===== src/rtl/adder_sum_accumulator_if.sv =====
// adder_sum_accumulator_if: sum input and block-result handshakes of the accumulator
interface adder_sum_accumulator_if #(
    parameter int SUM_W = 5,
    parameter int ACC_W = 7
);
    logic [SUM_W-1:0] sum_in;
    logic             sum_valid;
    logic             sum_ready;
    logic [ACC_W-1:0] out_total;
    logic [SUM_W-1:0] out_max;
    logic             out_ovf;
    logic             out_valid;
    logic             out_ready;
    logic             busy;
    modport master (
        output sum_in, sum_valid, out_ready,
        input  sum_ready, out_total, out_max, out_ovf, out_valid, busy
    );
    modport slave (
        input  sum_in, sum_valid, out_ready,
        output sum_ready, out_total, out_max, out_ovf, out_valid, busy
    );
endinterface


===== src/rtl/adder_sum_accumulator.sv =====
// adder_sum_accumulator: per-block saturated total, maximum and overflow of adder sums
module adder_sum_accumulator #(
    parameter int SUM_W     = 5,
    parameter int ACC_W     = 7,
    parameter int BLOCK_LEN = 4
) (
    input logic                    clk,
    input logic                    rst,
    adder_sum_accumulator_if.slave bus
);
    typedef enum logic [1:0] {IDLE, ACCUM, HOLD} state_t;
    state_t           state, state_n;
    logic [ACC_W-1:0] acc, acc_n;
    logic [SUM_W-1:0] max_r, max_n;
    logic             ovf, ovf_n;
    logic [7:0]       cnt, cnt_n;
    logic [ACC_W:0]   sum_x;
    assign sum_x = {1'b0, acc} + (ACC_W + 1)'(bus.sum_in);
    always_ff @(posedge clk or posedge rst) begin
        if (rst) begin
            state <= IDLE;
            acc   <= '0;
            max_r <= '0;
            ovf   <= 1'b0;
            cnt   <= '0;
        end else begin
            state <= state_n;
            acc   <= acc_n;
            max_r <= max_n;
            ovf   <= ovf_n;
            cnt   <= cnt_n;
        end
    end
    // ready/valid come from state alone, so a transfer is just sum_valid outside HOLD
    always_comb begin
        state_n = state;
        acc_n   = acc;
        max_n   = max_r;
        ovf_n   = ovf;
        cnt_n   = cnt;
        case (state)
            IDLE: if (bus.sum_valid) begin
                acc_n   = ACC_W'(bus.sum_in);
                max_n   = bus.sum_in;
                ovf_n   = 1'b0;
                cnt_n   = 8'd1;
                state_n = (BLOCK_LEN == 1) ? HOLD : ACCUM;
            end
            ACCUM: if (bus.sum_valid) begin
                acc_n   = sum_x[ACC_W] ? '1 : sum_x[ACC_W-1:0];
                max_n   = (bus.sum_in > max_r) ? bus.sum_in : max_r;
                ovf_n   = ovf | sum_x[ACC_W];
                cnt_n   = cnt + 8'd1;
                state_n = (cnt_n == 8'(BLOCK_LEN)) ? HOLD : ACCUM;
            end
            HOLD: state_n = bus.out_ready ? IDLE : HOLD;
            default: state_n = IDLE;
        endcase
    end
    assign bus.sum_ready = (state != HOLD);
    assign bus.out_valid = (state == HOLD);
    assign bus.busy      = (state == ACCUM);
    assign bus.out_total = acc;
    assign bus.out_max   = max_r;
    assign bus.out_ovf   = ovf;
endmodule


===== src/flat_wrapper.sv =====
// flat-port wrapper written by rule: the top's interface ports become plain ports
module adder_sum_accumulator_flat 
#(
    parameter int SUM_W     = 5,
    parameter int ACC_W     = 7,
    parameter int BLOCK_LEN = 4
)
  (clk, rst, bus_sum_in, bus_sum_valid, bus_out_ready, bus_sum_ready, bus_out_total, bus_out_max, bus_out_ovf, bus_out_valid, bus_busy);
  adder_sum_accumulator_if #(.SUM_W(SUM_W), .ACC_W(ACC_W)) bus_i ();
  input logic clk;
  input logic rst;
  input wire logic [$bits(bus_i.sum_in)-1:0] bus_sum_in;
  input wire logic [$bits(bus_i.sum_valid)-1:0] bus_sum_valid;
  input wire logic [$bits(bus_i.out_ready)-1:0] bus_out_ready;
  output wire logic [$bits(bus_i.sum_ready)-1:0] bus_sum_ready;
  output wire logic [$bits(bus_i.out_total)-1:0] bus_out_total;
  output wire logic [$bits(bus_i.out_max)-1:0] bus_out_max;
  output wire logic [$bits(bus_i.out_ovf)-1:0] bus_out_ovf;
  output wire logic [$bits(bus_i.out_valid)-1:0] bus_out_valid;
  output wire logic [$bits(bus_i.busy)-1:0] bus_busy;
  assign bus_i.sum_in = bus_sum_in;
  assign bus_i.sum_valid = bus_sum_valid;
  assign bus_i.out_ready = bus_out_ready;
  assign bus_sum_ready = bus_i.sum_ready;
  assign bus_out_total = bus_i.out_total;
  assign bus_out_max = bus_i.out_max;
  assign bus_out_ovf = bus_i.out_ovf;
  assign bus_out_valid = bus_i.out_valid;
  assign bus_busy = bus_i.busy;
  adder_sum_accumulator #(.SUM_W(SUM_W), .ACC_W(ACC_W), .BLOCK_LEN(BLOCK_LEN)) u_core (.clk(clk), .rst(rst), .bus(bus_i));
endmodule

===== config.mk =====
export PLATFORM = sky130hd
export DESIGN_NAME = adder_sum_accumulator_flat
export DESIGN_NICKNAME = d
export VERILOG_FILES = /design/src/rtl/adder_sum_accumulator_if.sv /design/src/rtl/adder_sum_accumulator.sv /design/src/flat_wrapper.sv
export SDC_FILE = /design/constraint.sdc
export NUM_CORES = 1
export LEC_CHECK = 0
export ABC_AREA = 0
export ABC_CLOCK_PERIOD_IN_PS = 2300
export CAP_MARGIN = 20
export CORE_UTILIZATION = 40
export CTS_CLUSTER_DIAMETER = 100
export DETAILED_ROUTE_END_ITERATION = 8
export HOLD_SLACK_MARGIN = 0.1
export PLACE_DENSITY = 0.67
export SKIP_LAST_GASP = 1
export SYNTH_ARGS = -nofsm -noshare
export SYNTH_HDL_FRONTEND = slang
export SYNTH_SLANG_ARGS = --single-unit

===== constraint.sdc =====
create_clock -name clk -period 2.3 [get_ports clk]
set_clock_uncertainty 0.2 [all_clocks]
set_input_delay 0.46 -clock clk [delete_from_list [all_inputs] [get_ports clk]]
set_output_delay 0.46 -clock clk [all_outputs]
set_load 0.02 [all_outputs]

==> impl_metrics.toml, run 1 <==
[status]
status = "finished, final reports clean"

[worst_setup_path]
crit_arrival_ns = 2.27
r2r_cells = 6
worstPathRequired_ns = 2.32
cp-end-kind = "flop"
reg2reg_from = "u_core.bus.out_total[1]$_DFFE_PP0P_"
r2r_slack_ns = 0.19
critPathKind = "input port to flop"
timing.rr.end = "u_core.bus.out_total[5]$_DFFE_PP0P_"
cp-start-kind = "input port"
crit_fanout = 5

[floorplanning]
initial_core_util_pct = 42.42
io_pins = 25
row_count = 21
die_h_um = 62.19
core_mm2 = 0.003416
dieArea_mm2 = 0.003867
die_w_um = 62.19

[synth]
ys_seq_area_share_pct = 39.72
synthCells = 151
synth_warnings = 0
ys_types = 41
async_flop_share_pct = 100.0
synth_seq_cells = 23
synthFlopType = "dfrtp_1"
synth_area_mm2 = 0.001449
avgSynthCellArea_um2 = 9.595
synthesis.nets = 172
yosysTopAreaCell = "dfrtp_1"
synth_edf_count = 0
yosys.area.top_type_share_pct = 39.72
ys_top_cells_by_area = "dfrtp_1, ha_1, o21ai_0"

[global_route]
grt_pass1_wl_mm = 5.837
overflow = 0
antenna_found_initial = 0
grtUsageTotal_pct = 18.88
grt_max_degree = 24
grt_pass1_vias = 1286

[detailed_routing]
drt-pass1-iter-count = 4
vias = 1323
drt-vias-per-instance = 5.400
ant_nets = 0
drcViolationCount = 0
wl_per_cell_um = 13.83
wl_mm = 3.389
first_iter_violations = 78

[power_and_ir_drop]
leakagePower_nw = 0.9052
power_per_cell_area_mw_per_mm2 = 1194
vdd_drop_max_mv = 0.6316
power_w = 0.002314

[placed_design]
port_buffers = 24
dpl.hpwl_mm = 2.632
gp_congestion = 0.8324

[finish]
fin_util_pct = 56.74
nets = 221
multi_input_area_um2 = 824.5
area_delta_synth_final_pct = 33.77
drive_gt1_share_pct = 20.10
fillers = 310
register_area_um2 = 575.6
n_antenna_cell = 0
final_cell_mix = "buf_4, dfrtp_1, clkdlybuf4s50_1, o21ai_0"

[sta]
finalSetupViolCount = 0
tns_ns = 0
rsz0062_at_grt = "false"
slew_viol_final = 0
layout_min_cycle_time_ns = 2.241
post-route-period-util_pct = 97.44
fmax_mhz = 446.2
hold_viol = 0
relSlewSlack_pct = 78.82
worst_slew_pin_slew_ns = 0.3144
hold-worst-slack_ns = 0.2678

[cts]
cts_buffers = 3
h-tree-depth = 1
cts_setup_buffers = 0
clk_pin_slew_worst_paths_ns = 0.14
cts-root-buf = "clkbuf_4"
cts_tree = "built"
clk_path_buf_depth = 2
numClockSinks = 23
clk_latency_ns = 0.32

[min_path]
hp-class = "input port to async pin"

[run]
drv_cap = 0
final cells by class:
| cell class | count | area share (%) |
|---|---|---|
| Clock buffer | 3 | 1.162 |
| Clock inverter | 1 | 0.2582 |
| Inverter | 10 | 1.937 |
| Multi-Input combinational cell | 115 | 42.54 |
| Sequential cell | 23 | 29.70 |
| Tap cell | 46 | 2.970 |
| Timing Repair Buffer | 47 | 21.43 |
report_power, final:
part | switching (W) | internal (W)
clock network | 0.000134 | 0.0000653
logic | 0.000682 | 0.000721
registers | 0.000158 | 0.000554
total | 0.000974 | 0.00134
sequential cells by signal, summed over array words and instances (netlist names):
signal                flops
u_core.bus.out_ovf        1
u_core.bus.out_total      7
u_core.state              2
u_core.bus.out_max        5
u_core.cnt                8
worst max-delay path, cell delays in order:
cell             delay [ns]
clkdlybuf4s50_1        0.45
buf_4                  0.16
ha_1                   0.29
nor2b_1                0.14
o21ai_0                0.27
a31oi_4                0.18
mux2_2                 0.31
what timing repair did:
item,in CTS,in global routing
hold buffers,0,0
gates resized for setup,2,3
pin swaps,0,1
setup endpoints to repair,2,7
worst max path at each step:
stage / start / end / cells after the start
final: bus_sum_in[1] / u_core.bus.out_max[3]$_DFFE_PP0P_ / 7
after detailed placement: bus_sum_in[1] / u_core.bus.out_max[3]$_DFFE_PP0P_ / 7
after global routing: bus_sum_in[1] / u_core.bus.out_max[3]$_DFFE_PP0P_ / 7
after CTS: bus_sum_in[1] / u_core.bus.out_max[3]$_DFFE_PP0P_ / 7
after global placement: bus_sum_in[2] / u_core.bus.out_max[0]$_DFFE_PP0P_ / 6
after floorplan: u_core.bus.out_max[4]$_DFFE_PP0P_ / u_core.bus.out_max[0]$_DFFE_PP0P_ / 6
kinds of logic (layout without fill, tap and decap cells):
| group | after synthesis | after routing | share of synthesized area (%) |
|---|---|---|---|
| compound gates | 48 | 48 | 22.71 |
| xor+xnor | 4 | 4 | 2.418 |
| fa+ha+maj | 12 | 12 | 10.88 |
| buf+inv | 13 | 61 | 3.540 |
| flops | 23 | 23 | 39.72 |
| mux | 5 | 5 | 3.886 |
| simple gates | 46 | 46 | 16.84 |
per-layer routing:
| layer | vias to the layer above | part of all wire, % | wire, um | track usage (%) |
|---|---|---|---|---|
| met1 | 645 | 48 | 1638 | 25.26 |
| met2 | 20 | 48 | 1624 | 31.32 |
| met4 | 0 | 1.8 | 60 | 6.977 |
| li1 | 652 | - | - | - |
| met5 | - | 0 | 0 | 0 |
| met3 | 6 | 1.9 | 66 | 2.206 |
cell usage after synthesis (3+ instances only):
cell type  instances
dfrtp_1           23
a31oi_1            3
nand2_1           12
a21oi_1            8
a21o_1             4
o21ai_0           13
inv_1              9
nor2_1            13
o22ai_1            5
a211oi_1           4
mux2_2             5
and3_1             6
ha_1              11
per-stage QoR:
step | instances | setup WS, ns | instance area (um^2)
detailed placement | 241 | -0.3409 | 1906
CTS | 245 | 0.01707 | 1931
global route | 245 | 0.002958 | 1938
global placement | 241 | -0.2600 | 1906
floorplan | 151 | 0.1986 | 1449
finish | 245 | 0.05898 | 1938
Power figures use the tool's default switching activity.
==> run 2: changes to the inputs <==
CORE_ASPECT_RATIO = 1.1   (was unset)
==> impl_metrics.toml, run 2 (same netlist as run 1, synthesis figures left out) <==
[cts]
cts_setup_buffers = 0
cts_tree = "built"
cts_buffers = 3
clk_latency_ns = 0.31
clk_path_buf_depth = 2
h-tree-depth = 1
numClockSinks = 23
cts-root-buf = "clkbuf_4"
clk_pin_slew_worst_paths_ns = 0.13

[detailed_routing]
vias = 1302
ant_nets = 0
wl_per_cell_um = 13.87
first_iter_violations = 86
drt-vias-per-instance = 5.293
drcViolationCount = 0
wl_mm = 3.412
drt-pass1-iter-count = 4

[floorplanning]
io_pins = 25
die_w_um = 59.39
die_h_um = 65.12
dieArea_mm2 = 0.003867
row_count = 22
core_mm2 = 0.003386
initial_core_util_pct = 42.79

[worst_setup_path]
worstPathRequired_ns = 2.31
crit_fanout = 5
cp_cell_sequence = "clkdlybuf4s50_1, ha_1, and3_1, a41o_1, a31oi_4, mux2_2"
cp-start-kind = "input port"
critPathKind = "input port to flop"
r2r_cells = 6
critPathMaxStageDelay_ns = 0.49
reg2reg_from = "u_core.bus.out_max[4]$_DFFE_PP0P_"
crit_slowest_cell = "clkdlybuf4s50_1"
cp-end-kind = "flop"
timing.rr.end = "u_core.bus.out_max[3]$_DFFE_PP0P_"
crit_arrival_ns = 2.28
r2r_slack_ns = 0.17

[global_route]
grtUsageTotal_pct = 20.54
overflow = 0
grt_pass1_vias = 1249
grt_pass1_wl_mm = 5.968
antenna_found_initial = 0
grt_max_degree = 24

[status]
status = "finished, final reports clean"

[finish]
nets = 220
final_common_cell = "dfrtp_1"
largest_reg_flops = 8
final_cell_mix = "dfrtp_1, buf_4, clkdlybuf4s50_1, nor2_1, o21ai_0"
fin_area_mm2 = 0.001947
fin_cells = 246
largest-register = "u_core.cnt"
drive_gt1_share_pct = 20.20
n_antenna_cell = 0
area_delta_synth_final_pct = 34.37

[sta]
relSlewSlack_pct = 72.50
slew_viol_final = 0
hold_viol = 0
post-route-period-util_pct = 98.56
worst_slew_pin_slew_ns = 0.4117
layout_min_cycle_time_ns = 2.267
finalSetupViolCount = 0
rsz0062_at_grt = "true"
fmax_mhz = 441.1

[min_path]
hp-class = "input port to async pin"

[placed_design]
gp_congestion = 0.8556
port_buffers = 24
place_inst = 242
place_area_mm2 = 0.001901
dpl.hpwl_mm = 2.676

[power_and_ir_drop]
power_per_cell_area_mw_per_mm2 = 1197
vdd_drop_max_mv = 0.8427
leakagePower_nw = 0.9106

[run]
drv_cap = 0
[run 2: cell types whose count changed in the layout (fill, tap and decap cells not counted), sizes merged]
cell / previous run / this run
buf: 23 / 22
[run 2: timing repair]
action,4_1_cts,5_1_grt
hold buffers,0,0
setup endpoints to repair,2,9
gates resized for setup,2,6
[run 2: how the worst max path moves through the flow]
stage / start / slack (ns) / to / depth (start not counted)
floorplan: u_core.bus.out_max[4]$_DFFE_PP0P_ / 0.20 / u_core.bus.out_max[0]$_DFFE_PP0P_ / 6
global placement: bus_sum_in[2] / -0.26 / u_core.bus.out_max[2]$_DFFE_PP0P_ / 6
detailed placement: bus_sum_in[2] / -0.32 / u_core.bus.out_max[1]$_DFFE_PP0P_ / 6
CTS: bus_sum_in[2] / 0.02 / u_core.bus.out_max[1]$_DFFE_PP0P_ / 6
global route: bus_sum_in[4] / -0.01 / u_core.bus.out_max[3]$_DFFE_PP0P_ / 6
finish: bus_sum_in[3] / 0.03 / u_core.bus.out_max[3]$_DFFE_PP0P_ / 6
[run 2: critical path: cells and delay by family]
family,cells,cell delay (ns)
buffers and inverters,1,0.49
multiplexers,1,0.37
AO/OA/AOI/OAI,2,0.53
AND/OR/NAND/NOR,1,0.19
adder cells (fa/ha/maj),1,0.24
[run 2: cell type report]
class	count	area, um^2
well taps	48	60.06
clock inverters	1	5.005
fillers	297	1439
repair buffers	46	407.9
inverters	10	37.54
multi-input cells	115	838.3
clock buffers	3	22.52
flip-flops and latches	23	575.6
[run 2: layer usage]
layer | GRT usage [%] | up-vias | part of all wire, %
met2 | 33.01 | 29 | 48
li1 | - | 648 | -
met3 | 3.150 | 4 | 3.6
met4 | 6.250 | 0 | 1.0
met1 | 28.14 | 621 | 47
met5 | 0 | - | 0
[run 2: stage by stage]
| stage | setup TNS [ns] | utilization, % | hold slack [ns] | total power (W) | setup slack [ns] |
|---|---|---|---|---|---|
| 4_1_cts | 0 | 56.87 | 0.2713 | 0.002316 | 0.02290 |
| 3_5_place_dp | -3.140 | 56.13 | 0.3040 | 0.002123 | -0.3173 |
| 5_1_grt | -0.02288 | 57.50 | 0.2880 | 0.002524 | -0.01065 |
| 6_report | 0 | 57.50 | 0.2733 | 0.002331 | 0.03316 |
| 2_1_floorplan | 0 | - | 0.2619 | 0.001521 | 0.1986 |
| 3_3_place_gp | -2.642 | 56.13 | 0.3096 | 0.002076 | -0.2562 |
[run 2: power by group]
part / internal [W] / switching (W) / total, W
clock network: 0.0000650 / 0.000125 / 0.000190
logic: 0.000730 / 0.000694 / 0.00142
registers: 0.000554 / 0.000162 / 0.000716
total: 0.00135 / 0.000981 / 0.00233
